==> src/rtl/shape_row_sequencer_if.sv <==
// Row output channel from the shape row sequencer to the display row writer.
// A row transfers on a rising edge where row_valid and row_ready are both 1.
// While row_valid=1 and row_ready=0 the master keeps row_index, row_data and
// row_empty stable. row_valid never drops until the row has been taken,
// except on an abort.
interface shape_row_sequencer_if #(
    parameter int WIDTH  = 51,
    parameter int ADDR_W = 6
);
    logic              row_valid;
    logic              row_ready;
    logic [ADDR_W-1:0] row_index;
    logic [WIDTH-1:0]  row_data;
    logic              row_empty;

    modport master (
        output row_valid, row_index, row_data, row_empty,
        input  row_ready
    );

    modport slave (
        input  row_valid, row_index, row_data, row_empty,
        output row_ready
    );
endinterface

==> src/rtl/shape_row_sequencer.sv <==
// Shape ROM frame reader. On start it sweeps ROM rows 0..ROWS-1 for one
// orientation, hides the one-cycle ROM latency behind a 2-entry row FIFO and
// streams the rows to the display writer with full backpressure.
// rom_address is driven combinationally in the issuing cycle so that the ROM
// registers it on that edge and returns the word in the following cycle.
module shape_row_sequencer #(
    parameter int ROWS     = 60,
    parameter int WIDTH    = 51,
    parameter int ADDR_W   = 6,
    parameter int ORIENT_W = 4
) (
    input  logic                clk,
    input  logic                rst,
    input  logic                start,
    input  logic                abort,
    input  logic [ORIENT_W-1:0] orientation_in,
    output logic [ORIENT_W-1:0] rom_orientation,
    output logic [ADDR_W-1:0]   rom_address,
    input  logic [WIDTH-1:0]    rom_data,
    shape_row_sequencer_if.master row,
    output logic                busy,
    output logic                done,
    output logic [1:0]          state_dbg
);

    typedef enum logic [1:0] {IDLE, FETCH, DRAIN, DONE} state_t;

    localparam logic [ADDR_W-1:0] LAST_ROW = ADDR_W'(ROWS - 1);

    state_t              state_q, state_d;
    logic [ADDR_W-1:0]   issue_cnt_q;
    logic [ADDR_W-1:0]   addr_q;       // last issued address, also the tag of the in-flight word
    logic                inflight_q;
    logic [ORIENT_W-1:0] orient_q;
    logic [WIDTH-1:0]    fifo_data_q [2];
    logic [ADDR_W-1:0]   fifo_idx_q  [2];
    logic                wr_ptr_q, rd_ptr_q;
    logic [1:0]          count_q;

    logic       accept_start, issue, push, pop, flush;
    logic [2:0] slots_used;

    // A pop on this edge frees its slot in time for the word issued now,
    // which is what lets rows stream at one per cycle.
    assign pop        = (count_q != 2'd0) && row.row_ready;
    assign push       = inflight_q;
    assign flush      = abort && (state_q != IDLE);
    assign slots_used = {1'b0, count_q} + {2'b00, inflight_q} - {2'b00, pop};

    // Next-state and issue decision; abort wins over start and issuing.
    always_comb begin
        state_d      = state_q;
        accept_start = 1'b0;
        issue        = 1'b0;
        case (state_q)
            IDLE: begin
                if (start && !abort) begin
                    accept_start = 1'b1;
                    state_d      = FETCH;
                end
            end
            FETCH: begin
                if (abort) begin
                    state_d = IDLE;
                end else if (slots_used < 3'd2) begin
                    issue = 1'b1;
                    if (issue_cnt_q == LAST_ROW) state_d = DRAIN;
                end
            end
            DRAIN: begin
                if (abort) state_d = IDLE;
                else if (slots_used == 3'd0) state_d = DONE;
            end
            DONE: begin
                state_d = IDLE;
            end
            default: state_d = IDLE;
        endcase
    end

    // State, orientation, issue counter and in-flight tracking.
    always_ff @(posedge clk or posedge rst) begin
        if (rst) begin
            state_q     <= IDLE;
            orient_q    <= '0;
            issue_cnt_q <= '0;
            addr_q      <= '0;
            inflight_q  <= 1'b0;
        end else begin
            state_q    <= state_d;
            inflight_q <= issue;
            if (accept_start) begin
                orient_q    <= orientation_in;
                issue_cnt_q <= '0;
            end else if (issue && (issue_cnt_q != LAST_ROW)) begin
                issue_cnt_q <= issue_cnt_q + 1'b1;
            end
            if (issue) addr_q <= issue_cnt_q;
        end
    end

    // Two-entry row FIFO: push the returning ROM word, pop on handshake, flush on abort.
    always_ff @(posedge clk or posedge rst) begin
        if (rst) begin
            fifo_data_q[0] <= '0;
            fifo_data_q[1] <= '0;
            fifo_idx_q[0]  <= '0;
            fifo_idx_q[1]  <= '0;
            wr_ptr_q       <= 1'b0;
            rd_ptr_q       <= 1'b0;
            count_q        <= 2'd0;
        end else if (flush) begin
            wr_ptr_q <= 1'b0;
            rd_ptr_q <= 1'b0;
            count_q  <= 2'd0;
        end else begin
            if (push) begin
                fifo_data_q[wr_ptr_q] <= rom_data;
                fifo_idx_q[wr_ptr_q]  <= addr_q;
                wr_ptr_q              <= ~wr_ptr_q;
            end
            if (pop) rd_ptr_q <= ~rd_ptr_q;
            count_q <= count_q + {1'b0, push} - {1'b0, pop};
        end
    end

    assign rom_orientation = orient_q;
    assign rom_address     = issue ? issue_cnt_q : addr_q;
    assign busy            = (state_q == FETCH) || (state_q == DRAIN);
    assign done            = (state_q == DONE);
    assign state_dbg       = state_q;

    assign row.row_valid = (count_q != 2'd0);
    assign row.row_index = fifo_idx_q[rd_ptr_q];
    assign row.row_data  = fifo_data_q[rd_ptr_q];
    assign row.row_empty = (fifo_data_q[rd_ptr_q] == '0);

endmodule

==> src/flat_wrapper.sv <==
// flat-port wrapper written by rule: the top's interface ports become plain ports
module shape_row_sequencer_flat 
#(
    parameter int ROWS     = 60,
    parameter int WIDTH    = 51,
    parameter int ADDR_W   = 6,
    parameter int ORIENT_W = 4
)
  (clk, rst, start, abort, orientation_in, rom_orientation, rom_address, rom_data, busy, done, state_dbg, row_row_valid, row_row_index, row_row_data, row_row_empty, row_row_ready);
  shape_row_sequencer_if #(.WIDTH(WIDTH), .ADDR_W(ADDR_W)) row_i ();
  input  logic clk;
  input  logic rst;
  input  logic start;
  input  logic abort;
  input  logic [ORIENT_W-1:0] orientation_in;
  output logic [ORIENT_W-1:0] rom_orientation;
  output logic [ADDR_W-1:0] rom_address;
  input  logic [WIDTH-1:0] rom_data;
  output logic busy;
  output logic done;
  output logic [1:0] state_dbg;
  output wire logic [$bits(row_i.row_valid)-1:0] row_row_valid;
  output wire logic [$bits(row_i.row_index)-1:0] row_row_index;
  output wire logic [$bits(row_i.row_data)-1:0] row_row_data;
  output wire logic [$bits(row_i.row_empty)-1:0] row_row_empty;
  input wire logic [$bits(row_i.row_ready)-1:0] row_row_ready;
  assign row_row_valid = row_i.row_valid;
  assign row_row_index = row_i.row_index;
  assign row_row_data = row_i.row_data;
  assign row_row_empty = row_i.row_empty;
  assign row_i.row_ready = row_row_ready;
  shape_row_sequencer #(.ROWS(ROWS), .WIDTH(WIDTH), .ADDR_W(ADDR_W), .ORIENT_W(ORIENT_W)) u_core (.clk(clk), .rst(rst), .start(start), .abort(abort), .orientation_in(orientation_in), .rom_orientation(rom_orientation), .rom_address(rom_address), .rom_data(rom_data), .row(row_i), .busy(busy), .done(done), .state_dbg(state_dbg));
endmodule
==> config.mk <==
export PLATFORM = sky130hd
export DESIGN_NAME = shape_row_sequencer_flat
export DESIGN_NICKNAME = d
export VERILOG_FILES = /design/src/rtl/shape_row_sequencer_if.sv /design/src/rtl/shape_row_sequencer.sv /design/src/flat_wrapper.sv
export SDC_FILE = /design/constraint.sdc
export NUM_CORES = 1
export LEC_CHECK = 0
export ABC_CLOCK_PERIOD_IN_PS = 7200
export BUFFER_PORTS_ARGS = -buffer_cell sky130_fd_sc_hd__buf_4
export CORE_MARGIN = 2
export CORE_UTILIZATION = 59
export CTS_CLUSTER_SIZE = 10
export DETAILED_ROUTE_END_ITERATION = 6
export HOLD_SLACK_MARGIN = 0.1
export PLACE_DENSITY = 0.85
export SKIP_LAST_GASP = 1
export SLEW_MARGIN = 20
export SYNTH_ARGS = -nofsm -noshare
export SYNTH_HDL_FRONTEND = slang
export SYNTH_SLANG_ARGS = --single-unit
==> constraint.sdc <==
create_clock -name clk -period 7.2 [get_ports clk]
set_clock_uncertainty 0.2 [all_clocks]
set_input_delay 1.44 -clock clk [delete_from_list [all_inputs] [get_ports clk]]
set_output_delay 1.44 -clock clk [all_outputs]
set_load 0.005 [all_outputs]
==> impl_metrics.toml, run 1 <==
[clock_network]
holdBufCountCts = 0
cts_root_buf = "clkbuf_8"
clock-sinks = 137
post_cts.resized_instances = 0
postCtsSetupRepairBufs = 0
clockBufferDepth = 2
clkTransAtPathRegs_ns = 0.06
clock_latency_ns = 0.51
cts_tree = "done"
cts_buffers = 17
cts.htree.levels = 4

[yosys]
synth_cell_types = 36
syn_inst = 462
ys_ff_latch = 137
synth_ff_type = "dfrtp_1"
ys_top_cells_by_area = "dfrtp_1, mux2_2, ha_1"
syn_area_per_cell_um2 = 13.7
synth_edf_count = 0
ys_seq_area_frac = 0.542
syn_nets = 530
synth_top_cell_by_area = "dfrtp_1"
ys_warn_count = 0
synthArstFlopShare = 1.00
syn_area_um2 = 6320
yosysTopAreaCellShare = 0.542

[critical_path]
max_stage_delay_ns = 0.41
arrival_ns = 3.71
critPathKind = "input port to primary output"
crit_chain = "buf_4, and2_1, ha_1, inv_1, ha_1, inv_1, fa_1, xnor2_2, nand3_1, mux2_2, buf_4"
required_ns = 5.56
critPathSlowestCell = "mux2_2"
cp_top_family = "adder cells"
worst_setup_path_start_kind = "input port"
crit_path_end_kind = "primary output"
crit_buf_inv = 4
path_max_fanout = 12

[grt]
globalRouteOverflowTotal = 0
grt_usage = 0.260
first_global_vias = 4519
antenna_found_initial = 0
grt_pass1_wl_um = 22800
grt_max_degree = 90

[floorplanning]
initial_core_util = 0.610
core_area_um2 = 10400
die_w_um = 108
rows = 37
die_h_um = 108
boundaryPins = 133
dieArea_um2 = 11600

[detailed_routing]
initialDrtViolationCount = 234
drt_wl_total_um = 14100
first_pass_iters = 4
drc_errors = 0
ant_nets = 0
viasPerCell = 5.74
wl_per_cell_um = 19.1
routed-via-count = 4248

[cells_and_area]
fin_nets = 664
diodes = 0
finalNonFillerCells = 740
final_cell_area_um2 = 7930
area_growth_pct = 25.4
regArea_um2 = 3430
fin_util = 0.765
multiInputGateArea_um2 = 2760
drive_gt1_frac = 0.573
fillers = 663

[sta]
worstMarginPinSlew_ns = 0.795
slew_headroom = 0.470
drv_slew = 0
clock.fmax_mhz = 187
finalSetupViolCount = 0
rsz0062_at_grt = "false"
finalCritPeriodShare = 0.744
finalHoldViolCount = 0
tns_ns = 0
period_needed_ns = 5.35
layout_setup_ws_ns = 1.85

[pwr]
p_leak_uw = 0.00384
ir_drop_v = 0.000237
cellPowerDensity_nw_per_um2 = 441

[flow_run]
max_cap_viol_count = 0

[placed_design]
dp.final_hpwl_um = 9500
place_inst = 713
postPlaceCellArea_um2 = 7420
place_ws_ns = 1.84
place_congestion = 0.852
io_buffers = 132

[worst_hold_path]
hp-class = "flop to flop"

[status]
outcome = "finished clean"
[worst register-to-register path, cell delays in order, from the launching register on]
cell,delay (ns)
dfrtp_1,0.43
or2_2,0.32
and2_1,0.19
ha_1,0.27
inv_1,0.06
ha_1,0.13
inv_1,0.04
fa_1,0.57
inv_2,0.04
or4b_1,0.54
a221oi_2,0.33
mux2i_1,0.22
[kinds of logic (layout without fill, tap and decap cells)]
family | count (synthesis) | in the layout | synth area share
simple gates | 81 | 81 | 0.0712
compound gates | 23 | 23 | 0.0235
mux | 179 | 179 | 0.318
fa+ha+maj | 8 | 8 | 0.0170
xor+xnor | 3 | 3 | 0.00534
buf+inv | 31 | 173 | 0.0224
flops | 137 | 137 | 0.542
[sequential cells by signal (all words and copies together) (netlist names)]
register and count:
u_core.fifo_data_q 102, u_core.fifo_idx_q 12, u_core.addr_q 6, u_core.issue_cnt_q 6
u_core.rom_orientation 4, u_core.count_q 2, u_core.state_dbg 2, u_core.inflight_q 1
u_core.rd_ptr_q 1, u_core.wr_ptr_q 1
[final timing paths]
| check | from | to | slack (ns) | cells past startpoint |
|---|---|---|---|---|
| max | row_row_ready | rom_address[5] | 1.85 | 11 |
| min | u_core.rom_orientation[0]$_DFFE_PP0P_ | u_core.rom_orientation[0]$_DFFE_PP0P_ | 0.28 | 2 |
| max reg2reg | u_core.count_q[1]$_DFF_PP0_ | u_core.state_dbg[1]$_DFFE_PP0P_ | 3.78 | 11 |
| min reg2reg | u_core.rom_orientation[0]$_DFFE_PP0P_ | u_core.rom_orientation[0]$_DFFE_PP0P_ | 0.28 | 2 |
| max in group asynchronous | rst | u_core.fifo_data_q[82]$_DFFE_PP0P_ | 4.81 | 3 |
| min in group asynchronous | rst | u_core.fifo_data_q[99]$_DFFE_PP0P_ | 0.89 | 2 |
[placed cells by master, fill, tap and decap left out, types with 3 or more instances in the layout]
cell       synthesis  final
ha_1               7      7
o21ai_0            7      7
a21oi_1            7      7
mux2_2           177    177
clkbuf_1           1      4
inv_1              9      8
dfrtp_1          137    136
buf_4              3    136
nand4_1            5      5
nor4_1            12     12
clkbuf_16          0     16
nor2_1            10     10
o2bb2ai_1          4      4
clkbuf_8           0      3
or3_1              4      4
nor3_1             4      3
nand2_1           19     19
or4_1             11     11
nor2b_1            3      3
[per-stage QoR]
stage          hold slack (ns)  power [µW]
5_1_grt                  0.311        3700
3_5_place_dp             0.272        2740
4_1_cts                  0.289        3520
2_1_floorplan            0.267        2140
3_3_place_gp             0.264        2670
6_report                 0.284        3500
[cells in the mapped netlist (5+ instances only)]
cell       n
or4_1     11
nor2_1    10
ha_1       7
inv_1      9
buf_1      6
a21oi_1    7
buf_2     11
o21ai_0    7
dfrtp_1  137
mux2_2   177
nand4_1    5
nand2_1   19
nor4_1    12
[layer usage]
metal	global-route usage	routed length, µm	up-vias
met5	0	0	-
met4	0.0705	197	0
met3	0.0914	941	20
met2	0.425	7100	132
met1	0.331	5870	2146
li1	-	-	1950
[power breakdown]
group	internal [µW]	switching [µW]	total (µW)
clock network	465	293	757
registers	1090	261	1350
logic	854	538	1390
[final cells by class]
cell class                      count  area share
Clock buffer                       23      0.0576
Tap cell                          136      0.0215
Inverter                           10     0.00536
Clock inverter                      4     0.00599
Sequential cell                   137       0.432
Multi-Input combinational cell    294       0.348
Timing Repair Buffer              136       0.129
No activity file was read; power rests on OpenSTA's default activity.
==> run 2, diff against run 1 <==
--- a/config.mk
+++ b/config.mk
@@ -5,14 +5,15 @@
 export SDC_FILE = /design/constraint.sdc
 export NUM_CORES = 1
 export LEC_CHECK = 0
-export ABC_CLOCK_PERIOD_IN_PS = 7200
+export ABC_AREA = 1
+export ABC_CLOCK_PERIOD_IN_PS = 4350
 export BUFFER_PORTS_ARGS = -buffer_cell sky130_fd_sc_hd__buf_4
 export CORE_MARGIN = 2
-export CORE_UTILIZATION = 59
+export CORE_UTILIZATION = 50
 export CTS_CLUSTER_SIZE = 10
 export DETAILED_ROUTE_END_ITERATION = 6
 export HOLD_SLACK_MARGIN = 0.1
-export PLACE_DENSITY = 0.85
+export PLACE_DENSITY = 0.77
 export SKIP_LAST_GASP = 1
 export SLEW_MARGIN = 20
 export SYNTH_ARGS = -nofsm -noshare
==> constraint.sdc (replaced) <==
create_clock -name clk -period 4.35 [get_ports clk]
set_clock_uncertainty 0.2 [all_clocks]
set_input_delay 0.87 -clock clk [delete_from_list [all_inputs] [get_ports clk]]
set_output_delay 0.87 -clock clk [all_outputs]
set_load 0.005 [all_outputs]
==> impl_metrics.toml, run 2 <==
[status]
outcome = "finished clean"

[cells_and_area]
largest_register_ffs = 102
final_common_cell = "nand2_1"
fin_util = 0.650
drive_gt1_frac = 0.192
area_growth_pct = 27.1
diodes = 0
final_cell_mix = "nand2_1, buf_4, dfrtp_1"
reg_top3 = "u_core.fifo_data_q: 102 flops, u_core.fifo_idx_q: 12 flops"
fin_nets = 1009
regMostFlops = "u_core.fifo_data_q"
final_cell_area_um2 = 8170
finalNonFillerCells = 1125

[sta]
period_needed_ns = 4.16
finalSetupViolCount = 0
slew_headroom = 0.312
layout_setup_ws_ns = 0.192
worstMarginPinSlew_ns = 1.03
finalHoldViolCount = 0
finalCritPeriodShare = 0.956
tns_ns = 0
clock.fmax_mhz = 240
drv_slew = 0

[placed_design]
postPlaceCellArea_um2 = 7480
io_buffers = 132
place_inst = 1093
dp.final_hpwl_um = 9340
place_congestion = 0.849
place_ws_ns = 0.256

[clock_network]
clkTransAtPathRegs_ns = 0.06
clockBufferDepth = 2
cts.htree.levels = 4
clock-sinks = 137
cts_buffers = 17
cts_root_buf = "clkbuf_16"
clock_latency_ns = 0.41
postCtsSetupRepairBufs = 0
cts_tree = "done"

[grt]
antenna_found_initial = 0
globalRouteOverflowTotal = 0
first_global_vias = 5132
grt_pass1_wl_um = 24400
grt_max_degree = 116
grt_usage = 0.219

[floorplanning]
die_h_um = 117
core_area_um2 = 12600
dieArea_um2 = 13800
rows = 41
boundaryPins = 133
die_w_um = 117
initial_core_util = 0.512

[critical_path]
critical_path.most_common_cell = "inv_1"
worst_setup_path_start_kind = "flop"
required_ns = 3.28
crit_path_end_kind = "primary output"
crit_chain = "or2_2, nand2_1, inv_1, ha_1, inv_1, ha_1, inv_1, fa_1, nand3_2, nor2_4, nand2_1, o21ai_0, buf_4"
critPathSlowestCell = "fa_1"
max_stage_delay_ns = 0.52
arrival_ns = 3.09
path_max_fanout = 7
critPathKind = "flop to primary output"

[yosys]
synth_ff_type = "dfrtp_1"
syn_area_um2 = 6430
yosysTopAreaCellShare = 0.533
synth_top_cell_by_area = "dfrtp_1"
syn_nets = 890
synth_cell_types = 25
syn_area_per_cell_um2 = 7.82
synth_edf_count = 0
ys_ff_latch = 137
synthArstFlopShare = 1.00
ys_warn_count = 0
ys_top_cells_by_area = "dfrtp_1, nand2_1, o21ai_0"
synth.most_common_cell = "nand2_1"
ys_seq_area_frac = 0.533
syn_inst = 822
yosys-top-cells-count = "nand2_1, dfrtp_1, inv_1"

[flow_run]
max_cap_viol_count = 0

[pwr]
swShare = 0.348
clockPowerShare = 0.272
seq_power_share = 0.346
internal-power_uw = 3850
comb_power_share = 0.381
cellPowerDensity_nw_per_um2 = 722
ir_drop_v = 0.000522
p_leak_uw = 0.00454
p_sw_uw = 2050

[detailed_routing]
viasPerCell = 4.82
first_pass_iters = 5
wl_per_cell_um = 12.8
ant_nets = 0
initialDrtViolationCount = 400
drc_errors = 0
drt_wl_total_um = 14400
routed-via-count = 5427

[worst_hold_path]
hp-class = "flop to flop"
## run 2: metal layers
layer | GRT usage | vias to the layer above | part of all wire
met5 | 0 | - | 0
met4 | 0.0806 | 0 | 0.017
met3 | 0.0589 | 20 | 0.060
met2 | 0.357 | 139 | 0.49
met1 | 0.283 | 2525 | 0.43
li1 | - | 2743 | -
## run 2: area by class of cell
class / count / area [µm²]
clock buffer: 24 / 512
clock inverter: 7 / 160
fill: 1107 / 4390
inverter: 122 / 467
multi-input combinational: 526 / 2350
sequential: 137 / 3430
tap: 172 / 215
timing repair buffer: 137 / 1040
## run 2: cell families after synthesis
family                     synth area share
AOI/OAI and AO/OA                     0.104
xor gates and xnor gates            0.00545
adders and majority gates            0.0167
buffers and inverters                 0.107
DFF                                   0.533
muxes                               0.00700
and+or+nand+nor                       0.226
## run 2: critical path, delay by kind of cell, from the launching register on
kind,cells,cell delay (ns)
adders and majority gates,3,0.92
and+or+nand+nor,5,0.90
buffers and inverters,4,0.34
AOI/OAI and AO/OA,1,0.11
DFF,1,0.41
## run 2: metrics by stage
stage	total power, µW	hold WS (ns)
2_1_floorplan	3390	0.253
3_3_place_gp	4230	0.266
3_5_place_dp	4300	0.273
4_1_cts	5940	0.286
5_1_grt	6380	0.295
6_report	5900	0.280
## run 2: path summary, 6_finish.rpt
path	from	endpoint	slack [ns]	cells after the start
min in group asynchronous	rst	u_core.fifo_data_q[55]$_DFFE_PP0P_	0.33	2
max in group asynchronous	rst	u_core.rd_ptr_q$_DFFE_PP0P_	2.69	3
max reg2reg	u_core.count_q[1]$_DFF_PP0_	u_core.issue_cnt_q[1]$_DFFE_PP0P_	1.17	14
min	u_core.fifo_data_q[50]$_DFFE_PP0P_	u_core.fifo_data_q[50]$_DFFE_PP0P_	0.28	2
max	u_core.count_q[1]$_DFF_PP0_	rom_address[4]	0.19	13
min reg2reg	u_core.fifo_data_q[50]$_DFFE_PP0P_	u_core.fifo_data_q[50]$_DFFE_PP0P_	0.28	2
## run 2: power by group through the flow
stage,logic (µW),clock network [µW],registers [µW]
floorplan,1430,0,1960
global placement,2190,0,2040
detailed placement,2240,0,2060
CTS,2250,1640,2050
global route,2590,1690,2110
finish,2250,1610,2050
## run 2: repair_timing
item / CTS / global route
setup endpoints to repair: 0 / 6
endpoints found under the hold margin: 0 / 0
hold buffers: 0 / 0
gates resized for setup: 0 / 3
==> run 3, diff against run 2 <==
--- a/config.mk
+++ b/config.mk
@@ -9,11 +9,12 @@
 export ABC_CLOCK_PERIOD_IN_PS = 4350
 export BUFFER_PORTS_ARGS = -buffer_cell sky130_fd_sc_hd__buf_4
 export CORE_MARGIN = 2
-export CORE_UTILIZATION = 50
+export CORE_UTILIZATION = 51
+export CTS_BUF_LIST = sky130_fd_sc_hd__clkbuf_8
 export CTS_CLUSTER_SIZE = 10
 export DETAILED_ROUTE_END_ITERATION = 6
 export HOLD_SLACK_MARGIN = 0.1
-export PLACE_DENSITY = 0.77
+export PLACE_DENSITY = 0.78
 export SKIP_LAST_GASP = 1
 export SLEW_MARGIN = 20
 export SYNTH_ARGS = -nofsm -noshare
==> impl_metrics.toml, run 3 (same netlist as run 2, synthesis figures left out) <==
[critical_path]
arrival_ns = 3.09
crit_path_end_kind = "primary output"
worst_setup_path_start_kind = "flop"
rrSetupSlack_ns = 1.05
reg2reg_depth = 16
r2r-end = "u_core.issue_cnt_q[1]$_DFFE_PP0P_"
required_ns = 3.28
path_max_fanout = 7
critPathKind = "flop to primary output"
timing.rr.start = "u_core.count_q[1]$_DFF_PP0_"

[detailed_routing]
drc_errors = 0
initialDrtViolationCount = 322
ant_nets = 0
viasPerCell = 4.78
routed-via-count = 5397
drt_wl_total_um = 14300
first_pass_iters = 5
wl_per_cell_um = 12.7

[clock_network]
cts.htree.levels = 4
clock-sinks = 137
clockBufferDepth = 2
clkTransAtPathRegs_ns = 0.07
cts_buffers = 17
clock_latency_ns = 0.44
cts_tree = "done"
cts_root_buf = "clkbuf_8"

[sta]
slew_headroom = 0.573
finalHoldViolCount = 0
tns_ns = 0
finalSetupViolCount = 0
drv_slew = 0
finalCritPeriodShare = 0.957
hold_ws_ns = 0.163
worstMarginPinSlew_ns = 0.641
clock.fmax_mhz = 240
layout_setup_ws_ns = 0.185
rsz0062_at_grt = "false"
period_needed_ns = 4.16

[status]
outcome = "finished clean"

[grt]
grt_max_degree = 78
grt_usage = 0.221
antenna_found_initial = 0
grt_busiest_layer = "met2"
grt_use_met3 = 0.0618
use_met1 = 0.297
first_global_vias = 5018
grt_pass1_wl_um = 23200
met2_usage = 0.350
globalRouteOverflowTotal = 0

[cells_and_area]
largest_register_ffs = 102
fin_nets = 1011
final_common_cell = "nand2_1"
drive_gt1_frac = 0.194
reg_top3 = "u_core.fifo_data_q: 102 flops, u_core.fifo_idx_q: 12 flops"
fillers = 1163
final_cell_mix = "nand2_1, buf_4, dfrtp_1"
diodes = 0
area_growth_pct = 22.2
regMostFlops = "u_core.fifo_data_q"
final_cell_area_um2 = 7860

[floorplanning]
die_w_um = 116
rows = 41
die_h_um = 116
initial_core_util = 0.516
boundaryPins = 133
dieArea_um2 = 13500
core_area_um2 = 12500

[pwr]
p_leak_uw = 0.00441
p_total_uw = 5190
p_sw_uw = 2000
clockPowerShare = 0.172
cellPowerDensity_nw_per_um2 = 661
ir_drop_v = 0.000373
comb_power_share = 0.434
internal-power_uw = 3190
seq_power_share = 0.393
swShare = 0.386

[placed_design]
postPlaceCellArea_um2 = 7480
place_ws_ns = 0.245
dp.final_hpwl_um = 9370
place_congestion = 0.813
io_buffers = 132

[worst_hold_path]
hp-class = "input port to async pin"

[flow_run]
max_cap_viol_count = 0
-- run 3: how the worst max path moves through the flow --
stage	startpoint	endpoint
after global placement	row_row_ready	rom_address[0]
after global routing	u_core.count_q[1]$_DFF_PP0_	rom_address[4]
after detailed placement	row_row_ready	rom_address[4]
after CTS	u_core.count_q[1]$_DFF_PP0_	rom_address[4]
final	u_core.count_q[1]$_DFF_PP0_	rom_address[4]
after floorplan	row_row_ready	rom_address[2]
-- run 3: power by group through the flow --
stage / Clock (µW) / Combinational [µW] / Sequential [µW]
finish: 895 / 2250 / 2040
global route: 981 / 2600 / 2100
CTS: 922 / 2250 / 2040
detailed placement: 0 / 2230 / 2060
global placement: 0 / 2190 / 2040
floorplan: 0 / 1430 / 1960
-- run 3: layer usage --
metal,share of wire,vias to the layer above
li1,-,2736
met1,0.46,2505
met2,0.47,139
met3,0.056,17
met4,0.014,0
met5,0,-
-- run 3: stage by stage --
stage | instances | utilization
after floorplan | 822 | -
after detailed placement | 1093 | 0.600
after global routing | 1128 | 0.631
after CTS | 1125 | 0.628
final | 1128 | 0.631
after global placement | 1093 | 0.600
-- run 3: worst max-delay path, cell delays in order, from the launching register on --
cell     delay (ns)
dfrtp_1        0.42
or2_2          0.33
nand2_1        0.10
inv_1          0.05
ha_1           0.26
inv_1          0.06
ha_1           0.12
inv_1          0.05
fa_1           0.51
nand3_2        0.16
nor2_4         0.21
nand2_1        0.10
o21ai_0        0.13
buf_4          0.16
-- run 3: layout make-up --
cell class                      count  area [µm²]  area share
Clock buffer                       21         289      0.0368
Clock inverter                     11        55.1     0.00700
Inverter                          122         467      0.0594
Multi-Input combinational cell    526        2350       0.299
Sequential cell                   137        3430       0.436
Tap cell                          172         215      0.0274
Timing Repair Buffer              139        1060       0.134
-- run 3: what timing repair did --
action / 4_1_cts / 5_1_grt
hold buffers: 0 / 0
resized for setup: 1 / 2
buffers inserted: 0 / 2
gates cloned: 0 / 1
endpoints found under the setup margin: 1 / 4
